[src/rtl/decode_ctrl_pipe.sv]
// decode_ctrl_pipe: opcode decode into the ID/EX control register with load-use and multi-cycle MUL stalls.
module decode_ctrl_pipe #(
  parameter int OPCODE_W = 6,
  parameter int REG_W = 5,
  parameter int MUL_LATENCY = 3,
  parameter int ZERO_REG = 1
) (
  input  logic                clk,
  input  logic                reset,
  input  logic                instr_valid,
  input  logic [OPCODE_W-1:0] opcode,
  input  logic [REG_W-1:0]    rs,
  input  logic [REG_W-1:0]    rt,
  input  logic                flush,
  output logic                stall,
  output logic                id_ex_valid,
  output logic [8:0]          id_ex_ctrl,
  output logic [REG_W-1:0]    id_ex_rt,
  output logic                mul_busy,
  output logic                illegal_q
);
  localparam int CW = $clog2(MUL_LATENCY + 1);
  logic [8:0] ctrl;
  logic legal, uses_rt, is_mul, lu;
  logic [CW-1:0] cnt;
  always_comb begin
    ctrl = '0;
    legal = 1'b1;
    uses_rt = 1'b0;
    case (opcode)
      OPCODE_W'(6'h00), OPCODE_W'(6'h01), OPCODE_W'(6'h02): begin ctrl = 9'h041; uses_rt = 1'b1; end
      OPCODE_W'(6'h10): ctrl = 9'h06C;
      OPCODE_W'(6'h11): ctrl = 9'h16C;
      OPCODE_W'(6'h12): begin ctrl = 9'h030; uses_rt = 1'b1; end
      OPCODE_W'(6'h13): begin ctrl = 9'h130; uses_rt = 1'b1; end
      OPCODE_W'(6'h30): begin ctrl = 9'h002; uses_rt = 1'b1; end
      OPCODE_W'(6'h31): ctrl = 9'h080;
      default: legal = 1'b0;
    endcase
  end
  assign is_mul = opcode == OPCODE_W'(6'h02);
  // bit 2 of the bundle is memRead
  assign lu = id_ex_valid & id_ex_ctrl[2] & instr_valid
            & (id_ex_rt == rs | (uses_rt & id_ex_rt == rt))
            & (ZERO_REG == 0 || id_ex_rt != '0);
  assign mul_busy = cnt != '0;
  assign stall = ~flush & (mul_busy | lu);
  always_ff @(posedge clk) begin
    if (reset | flush) begin
      id_ex_valid <= 1'b0;
      id_ex_ctrl <= '0;
      id_ex_rt <= '0;
      cnt <= '0;
      illegal_q <= 1'b0;
    end else if (mul_busy) begin
      cnt <= cnt - CW'(1);
      illegal_q <= 1'b0;
    end else if (lu | ~instr_valid | ~legal) begin
      id_ex_valid <= 1'b0;
      id_ex_ctrl <= '0;
      id_ex_rt <= '0;
      illegal_q <= instr_valid & ~lu & ~legal;
    end else begin
      id_ex_valid <= 1'b1;
      id_ex_ctrl <= ctrl;
      id_ex_rt <= rt;
      cnt <= is_mul ? CW'(MUL_LATENCY - 1) : '0;
      illegal_q <= 1'b0;
    end
  end
endmodule

[config.mk]
export PLATFORM = sky130hd
export DESIGN_NAME = decode_ctrl_pipe
export DESIGN_NICKNAME = d
export VERILOG_FILES = /design/src/rtl/decode_ctrl_pipe.sv
export SDC_FILE = /design/constraint.sdc
export NUM_CORES = 1
export LEC_CHECK = 0
export CORE_MARGIN = 10
export CORE_UTILIZATION = 35
export DETAILED_ROUTE_END_ITERATION = 7
export PLACE_DENSITY_LB_ADDON = 0.15
export SYNTH_ARGS = -nofsm -noshare
export SYNTH_HDL_FRONTEND = slang
export SYNTH_SLANG_ARGS = --single-unit
[constraint.sdc]
create_clock -name clk -period 2.25 [get_ports clk]
set_clock_uncertainty 0.2 [all_clocks]
set_input_delay 0.3375 -clock clk [delete_from_list [all_inputs] [get_ports clk]]
set_output_delay 0.3375 -clock clk [all_outputs]
set_load 0.01 [all_outputs]
Word-level counts from Yosys, hierarchy flattened

Cells that the tools add are included.

Bits in registers: 18
Bits of input ports: 20
Output and inout bits: 18
Word-level logic and storage cells: 51

$add $sub $neg: 1
Eq/ne operators: 11
Mux-type cells: 9
Bitwise operators: 18
Reduce and logical (&&, ||, !) cells: 7

Operator list:

| cell                                                 | number |
|---|---|
| one-hot mux 9 bit (7 select lines)                   | 1 |
| equality test 6 x 5 -> 1 bit (second input constant) | 4 |
| equality test 6 bit (second input constant)          | 2 |
| equality test 5 bit                                  | 2 |
| 2-to-1 mux 9 bit                                     | 1 |
| OR reduction 9 bit                                   | 1 |
| AND 1 bit                                            | 8 |
| equality test 6 x 1 -> 1 bit (second input constant) | 1 |
| equality test 6 x 2 -> 1 bit (second input constant) | 1 |
| zero test 6 bit                                      | 1 |
| 2-to-1 mux 2 bit                                     | 3 |
| OR reduction 3 bit                                   | 2 |
| OR reduction 6 bit                                   | 1 |
| 2-to-1 mux 5 bit                                     | 1 |
| inverter 1 bit                                       | 5 |
| OR 1 bit                                             | 5 |
| nonzero test 5 bit                                   | 1 |
| 2-to-1 mux 1 bit                                     | 3 |
| != test 2 bit (second input constant)                | 1 |
| nonzero test 2 bit                                   | 1 |
| subtractor 2 x 1 -> 2 bit (second input constant)    | 1 |

Depth between registers and ports, before layout

Gate-level depths: netlist (run 1).

Depth after elaboration: 11
Mapped depth: 6
Gate-level depth less buffers: 5

Worst setup path after synthesis (run 1)

Ideal clock, no wire load.

Path kind: input-to-output
Start: input opcode[0]
End: output stall
Arrival: 1526 ps
Data required time: 1712 ps
Setup slack: 186 ps
Cell stages on the path: 6
Buffers on the path: 1
Cells stage by stage: buf_2 nor4bb_1 a211oi_1 nor4_4 nor3_1 nor2_1

Cells in the longest elaborated chain, start to end: 9
Elaborated cells on any way between the ends: 14
Classes of those cells: 5 x eq/ne; 1 x mux; 6 x bitwise; 2 x reduce/logical

Ends and longest elaborated chain:

| element                                              | line | source |
|---|---|---|
| start: declaration                                   | 11   | `input logic [OPCODE_W-1:0] opcode,` |
| equality test 6 x 2 -> 1 bit (tied with other cells) | 30   | `case (opcode)` |
| OR reduction 6 bit (no source line) *                | --   |  |
| 2-to-1 mux 1 bit *                                   | 30   |  |
| AND 1 bit *                                          | 44   | `& (id_ex_rt == rs \| (uses_rt & id_ex_rt == rt))` |
| OR 1 bit *                                           | 44   |  |
| AND 1 bit *                                          | 44   |  |
| AND 1 bit *                                          | 45   | `& (ZERO_REG == 0 \|\| id_ex_rt != '0);` |
| OR 1 bit *                                           | 47   | `assign stall = ~flush & (mul_busy \| lu);` |
| AND 1 bit *                                          | 47   |  |
| end: declaration                                     | 15   | `output logic stall,` |

Mark *: on every way between the ends. The rest lies on a longest branch, timed or not.

Worst setup path after layout (run 1)

Start: register id_ex_rt[4]
End: output stall

Cells in the longest elaborated chain, start to end: 7
Elaborated cells on any way between the ends: 9
Classes of those cells: 2 x eq/ne; 6 x bitwise; 1 x reduce/logical

Ends and longest elaborated chain:

| element                  | line | source |
|---|---|---|
| start: declaration       | 18   | `output logic [REG_W-1:0] id_ex_rt,` |
| start signal: assignment | 66   | `id_ex_rt <= rt;` |
| equality test 5 bit      | 44   |  |
| AND 1 bit                | 44   |  |
| OR 1 bit                 | 44   |  |
| AND 1 bit                | 44   |  |
| AND 1 bit *              | 45   |  |
| OR 1 bit *               | 47   |  |
| AND 1 bit *              | 47   |  |

Marks and branches as above.

==> impl_metrics.yaml, run 1 <==
cts:
  clkLatencyLatePin_ps: 290
  cts_made_buffers: 3
  clk_path_buf_depth: 2
  clk_pin_slew_worst_paths_ps: 110
  postCtsSetupBuffers: 0
  cts_tree: "built"
  clock-root-buffer: "clkbuf_4"
  ctsHoldBuffers: 0
  htreeDepth: 1
  numClockSinks: 17
sta:
  whs_ps: 245.2
  tightest_slew_ps: 485.5
  slew_headroom_pct: 67.49
  setup_tns_ps: -97.67
  post-route-period-util_pct: 104.3
  hold_viol: 0
  maxSlewViolCount: 0
  finalWorstSetupSlack_ps: -97.67
  fmax_ghz: 0.4260
  setup_viol: 1
  rsz0062_at_grt: "true"
  post-route-min-period_ps: 2348
floorplan:
  fp.dieW_um: 71.37
  rows: 18
  die_h_um: 71.37
  initial_core_util_pct: 36.94
  io_pins: 38
  dieArea_um2: 5093
  core_area_um2: 2500
synth:
  synth_ff_type: "dfxtp_1"
  synthTopCellsByArea: "dfxtp_1, nor4_4, xnor2_1"
  yosysSeqAreaShare_pct: 36.86
  async_flop_share_pct: 0
  synth.largest_area_cell: "dfxtp_1"
  yosysMostFrequentCell: "dfxtp_1"
  syn_avg_cell_area_um2: 10.04
  synth_top_area_share_pct: 36.86
  syn_inst: 92
  synthTopCellsByCount: "dfxtp_1, xnor2_1, nand2_1"
  syn-cell-area_um2: 923.4
  synth.net_count: 112
  synth_edf_count: 0
  ys_warn_count: 0
  synth_cell_types: 35
  synth-seq-cells: 17
grt:
  grt_overflow: 0
  grt_pass1_vias: 944
  grt_max_degree: 10
  grt.total_usage_pct: 10.89
  antenna_found_initial: 0
  grt_pass1_wl_um: 4678
hold_path:
  whs_endpoint: "cnt[0]"
  holdCritStartpoint: "cnt[0]"
  hold_depth: 1
  hp-class: "flip-flop to flip-flop"
setup_path:
  reg2reg_to: "id_ex_rt[1]"
  path_cells: "or4_4, o21ai_4, nor4_4, nor3_2, nor2_1, buf_2"
  r2r_start: "id_ex_rt[4]"
  r2r_cells: 7
  slowest_stage: "or4_4"
  path_class: "flip-flop to primary output"
  crit_required_ps: 1710
  worstPathArrival_ps: 1810
  path_delay_family: "simple AND/OR/NAND/NOR gates"
  critPathBufInv: 1
  reg2reg_setup_slack_ps: 70
  max_stage_delay_ps: 540
  cp_max_fo: 2
  crit_path_end_kind: "primary output"
  critPathLaunchType: "flip-flop"
routing:
  route.detailed.drc: 0
  drt_iter0_markers: 30
  dr.pass1.iters: 4
  totalWireLength_um: 2709
  vias: 899
  avgViaCountPerCell: 5.051
  post_drt_wl_per_cell_um: 15.22
  postRouteAntennaNets: 0
finish:
  drive_gt1_share_pct: 26.35
  nets: 169
  area_growth_pct: 62.74
  antennaDiodeCount: 0
placed_design:
  portBuffers: 37
  hpwl_um: 2166
  place_congestion: 0.8099
outcome:
  violations: "negative setup slack"
  status: "finished with violations"
power:
  leakage_nw: 0.6036
  p_per_area_nw_per_um2: 384.1
  vdd_drop_max_uv: 312.0
flow_run:
  max_cap_violations: 0
[power breakdown]
part,leakage (nW),total [mW],internal [mW],switching (mW)
logic,0.450,0.103,0.0600,0.0433
clock network,0.0150,0.170,0.0690,0.101
registers,0.138,0.303,0.302,0.00101
[worst max path at each step]
stage | startpoint | end | slack (ps) | cells after the start
final | id_ex_rt[4] | stall | -100 | 6
after global routing | id_ex_rt[4] | stall | -190 | 6
after floorplan | opcode[0] | stall | 190 | 6
after global placement | opcode[4] | stall | -570 | 8
after CTS | id_ex_rt[4] | stall | -160 | 6
after detailed placement | opcode[4] | stall | -560 | 8
[registers in the layout (all words and copies together), names as in the netlist]
register and count:
cnt 2, id_ex_ctrl 8, id_ex_rt 5, id_ex_valid 1
illegal_q 1
[placed cells by master, fill, tap and decap left out, types with 2 or more instances in the layout]
master | synthesis | layout
nand2_1 | 7 | 7
clkbuf_4 | 0 | 3
clkdlybuf4s50_1 | 0 | 33
and3_1 | 2 | 2
buf_4 | 2 | 20
nor2_1 | 6 | 6
a32o_1 | 4 | 4
dfxtp_1 | 17 | 15
nor3_1 | 3 | 2
o21ai_0 | 2 | 2
nand3_1 | 3 | 3
nor4_4 | 4 | 4
xnor2_1 | 9 | 8
nor3b_1 | 3 | 2
a21o_1 | 2 | 2
inv_1 | 2 | 2
dfxtp_2 | 0 | 2
a22o_1 | 5 | 5
xor2_1 | 2 | 2
dlygate4sd2_1 | 0 | 2
[metrics by stage]
step | cells | setup WS, ps | area, um^2 | power [mW] | utilization [%]
after floorplan | 92 | 186.0 | 923.4 | 0.3522 | -
after global placement | 174 | -571.9 | 1441 | 0.4063 | 57.66
after detailed placement | 174 | -564.5 | 1441 | 0.4081 | 57.66
after CTS | 178 | -162.8 | 1491 | 0.5789 | 59.66
after global routing | 178 | -190.8 | 1503 | 0.6110 | 60.11
final | 178 | -97.67 | 1503 | 0.5772 | 60.11
[kinds of logic (layout without fill, tap and decap cells)]
logic type	count (synthesis)	count (layout)	synth area share [%]
AND/OR/NAND/NOR	36	36	28.05
buffers and inverters	7	63	5.148
flip-flops	17	17	36.86
XOR/XNOR	11	11	10.43
AO/OA/AOI/OAI	21	21	19.51
[per-layer routing]
metal	vias up	global-route usage (%)	wire length (um)
met1	420	13.52	1189
met3	4	4.270	174
met4	0	2.581	24
li1	454	-	-
met5	-	0	0
met2	21	17.16	1321
[repair_timing]
item	4_1_cts	5_1_grt
cloned	0	0
setup endpoints to repair	3	13
pin swaps	4	7
resized for setup	12	3
[cell type report]
class	count	area [um^2]
Fill cell	228	997.2
Timing Repair Buffer	57	515.5
Inverter	2	7.507
Clock buffer	4	26.28
Multi-Input combinational cell	68	573.1
Tap cell	30	37.54
Sequential cell	17	342.8
Power figures use the tool's default switching activity.
==> inputs of run 2 (changes only) <==
- ABC_AREA: unset -> 1
- CELL_PAD_IN_SITES_DETAIL_PLACEMENT: unset -> 1
- CELL_PAD_IN_SITES_GLOBAL_PLACEMENT: unset -> 2
- CORE_UTILIZATION: 35 -> 22
==> impl_metrics.yaml, run 2 <==
finish:
  drive_gt1_share_pct: 21.74
  top_regs: "id_ex_ctrl x8, id_ex_rt x5, cnt x2"
  area_growth_pct: 56.66
  antennaDiodeCount: 0
  most-common-layout-cells: "nor2_1, clkdlybuf4s50_1, inv_1"
  nets: 228
  final_common_cell: "nor2_1"
  largest_register: "id_ex_ctrl"
  num-fill-cells: 566
  largest_reg_flops: 8
cts:
  cts_tree: "built"
  clk_path_buf_depth: 2
  clock-root-buffer: "clkbuf_8"
  htreeDepth: 1
  clk_pin_slew_worst_paths_ps: 70
  ctsHoldBuffers: 0
  clkLatencyLatePin_ps: 250
  cts_made_buffers: 3
  numClockSinks: 17
sta:
  tightest_slew_ps: 301.9
  setup_tns_ps: 0
  hold_viol: 0
  post-route-min-period_ps: 2113
  maxSlewViolCount: 0
  slew_headroom_pct: 79.83
  setup_viol: 0
  post-route-period-util_pct: 93.89
  rsz0062_at_grt: "false"
  fmax_ghz: 0.4733
floorplan:
  core_area_um2: 4444
  fp.dieW_um: 88.54
  dieArea_um2: 7839
  rows: 24
  io_pins: 38
  initial_core_util_pct: 23.25
  die_h_um: 88.54
synth:
  syn_avg_cell_area_um2: 6.541
  synth-compound-area-share_pct: 5.085
  synth_ff_type: "dfxtp_1"
  syn_inst: 158
  synth_top_family_by_area: "simple AND/OR/NAND/NOR gates"
  ys_warn_count: 0
  yosysMostFrequentCell: "nor2_1"
  synth_cell_types: 27
  synth.net_count: 178
  synth_mux_area_share_pct: 0
  yosys.area_share.simple_pct: 44.07
  synthTopCellsByArea: "dfxtp_1, nor2_1, inv_1"
  async_flop_share_pct: 0
  synth-seq-cells: 17
  yosysSeqAreaShare_pct: 32.93
  synth_xor_area_share_pct: 5.932
  synth_top_area_share_pct: 32.93
  synthTopCellsByCount: "nor2_1, inv_1, nand2_1"
  synth_edf_count: 0
  synth.largest_area_cell: "dfxtp_1"
  synthAdderAreaFrac_pct: 0
  syn-cell-area_um2: 1033
setup_path:
  critPathLaunchType: "primary input"
  worstPathArrival_ps: 1580
  cp_max_fo: 2
  crit_required_ps: 1710
  crit_path_end_kind: "primary output"
  path_class: "primary input to primary output"
placed_design:
  place_congestion: 0.8149
  hpwl_um: 2783
  portBuffers: 37
hold_path:
  hp-class: "flip-flop to flip-flop"
grt:
  grt_max_degree: 14
  grt_overflow: 0
  grt_pass1_vias: 1238
  antenna_found_initial: 0
  grt_pass1_wl_um: 5526
  grt.total_usage_pct: 8.956
routing:
  drt_iter0_markers: 8
  dr.pass1.iters: 3
  postRouteAntennaNets: 0
  avgViaCountPerCell: 4.320
  post_drt_wl_per_cell_um: 13.14
  totalWireLength_um: 3404
  route.detailed.drc: 0
  vias: 1119
power:
  total_power_mw: 0.6461
  vdd_drop_max_uv: 159.8
  leakage_nw: 0.7060
  p_per_area_nw_per_um2: 399.0
outcome:
  status: "completed"
flow_run:
  max_cap_violations: 0
## run 2: cell types whose count changed in the layout (fill, tap and decap cells not counted), sizes merged, moves of 6 or more
| cell | before | now |
|---|---|---|
| a22o | 6 | 0 |
| buf | 21 | 13 |
| clkdlybuf4s50 | 33 | 27 |
| inv | 2 | 25 |
| nand2 | 7 | 22 |
| nand3 | 3 | 9 |
| nor2 | 6 | 56 |
| xnor2 | 9 | 2 |
## run 2: kinds of logic (layout without fill, tap and decap cells)
family | Yosys count | count (layout)
and+or+nand+nor | 95 | 95
xor gates and xnor gates | 7 | 7
AOI/OAI and AO/OA | 9 | 9
DFF | 17 | 17
buffers and inverters | 30 | 79
## run 2: area by class of cell
class	instances	area, um^2	share of cell area, %
Clock buffer	3	41.29	2.550
Clock inverter	1	5.005	0.3091
Inverter	26	97.59	6.028
Multi-Input combinational cell	111	603.1	37.25
Sequential cell	17	340.3	21.02
Tap cell	52	65.06	4.019
Timing Repair Buffer	49	466.7	28.83
## run 2: timing repair
action                     4_1_cts  5_1_grt
pin swaps                        3        5
resized for setup               12       11
setup endpoints to repair        1        1
buffers inserted                 1        0
## run 2: worst max-delay path, cell delays in order
cell and delay (ps):
clkdlybuf4s50_1 450, xor2_1 150, nor2_1 140, nand3_2 90, nand2_2 100, nand2_4 50
a21oi_1 110, buf_2 150
## run 2: power breakdown
part	internal, mW	leakage (nW)	switching, mW
clock network	0.123	0.0255	0.113
registers	0.303	0.137	0.00157
logic	0.0539	0.543	0.0524
total	0.480	0.706	0.167
## run 2: layer usage
metal | vias to the layer above | part of all wire [%] | global-route usage (%)
met2 | 23 | 55 | 16.74
met3 | 4 | 7.5 | 3.125
met4 | 0 | 1.2 | 3.524
met1 | 517 | 37 | 8.847
met5 | - | 0 | 0
li1 | 575 | - | -
## run 2: final timing paths
path / from / to / slack [ps] / depth (start not counted)
min reg2reg: id_ex_ctrl[1] / id_ex_ctrl[1] / 270 / 2
max reg2reg: id_ex_rt[4] / id_ex_ctrl[0] / 390 / 10
max: rt[4] / stall / 140 / 8
min: id_ex_ctrl[1] / id_ex_ctrl[1] / 270 / 2
## run 2: stage by stage
step,hold WS [ps],std cells,cell area (um^2),util (%),setup slack [ps]
global route,290.7,259,1619,36.43,4.942
CTS,278.0,259,1590,35.78,55.45
detailed placement,266.5,254,1525,34.32,-489.7
floorplan,240.5,158,1033,-,566.3
global placement,252.5,254,1525,34.32,-421.0
finish,271.7,259,1619,36.43,137.4
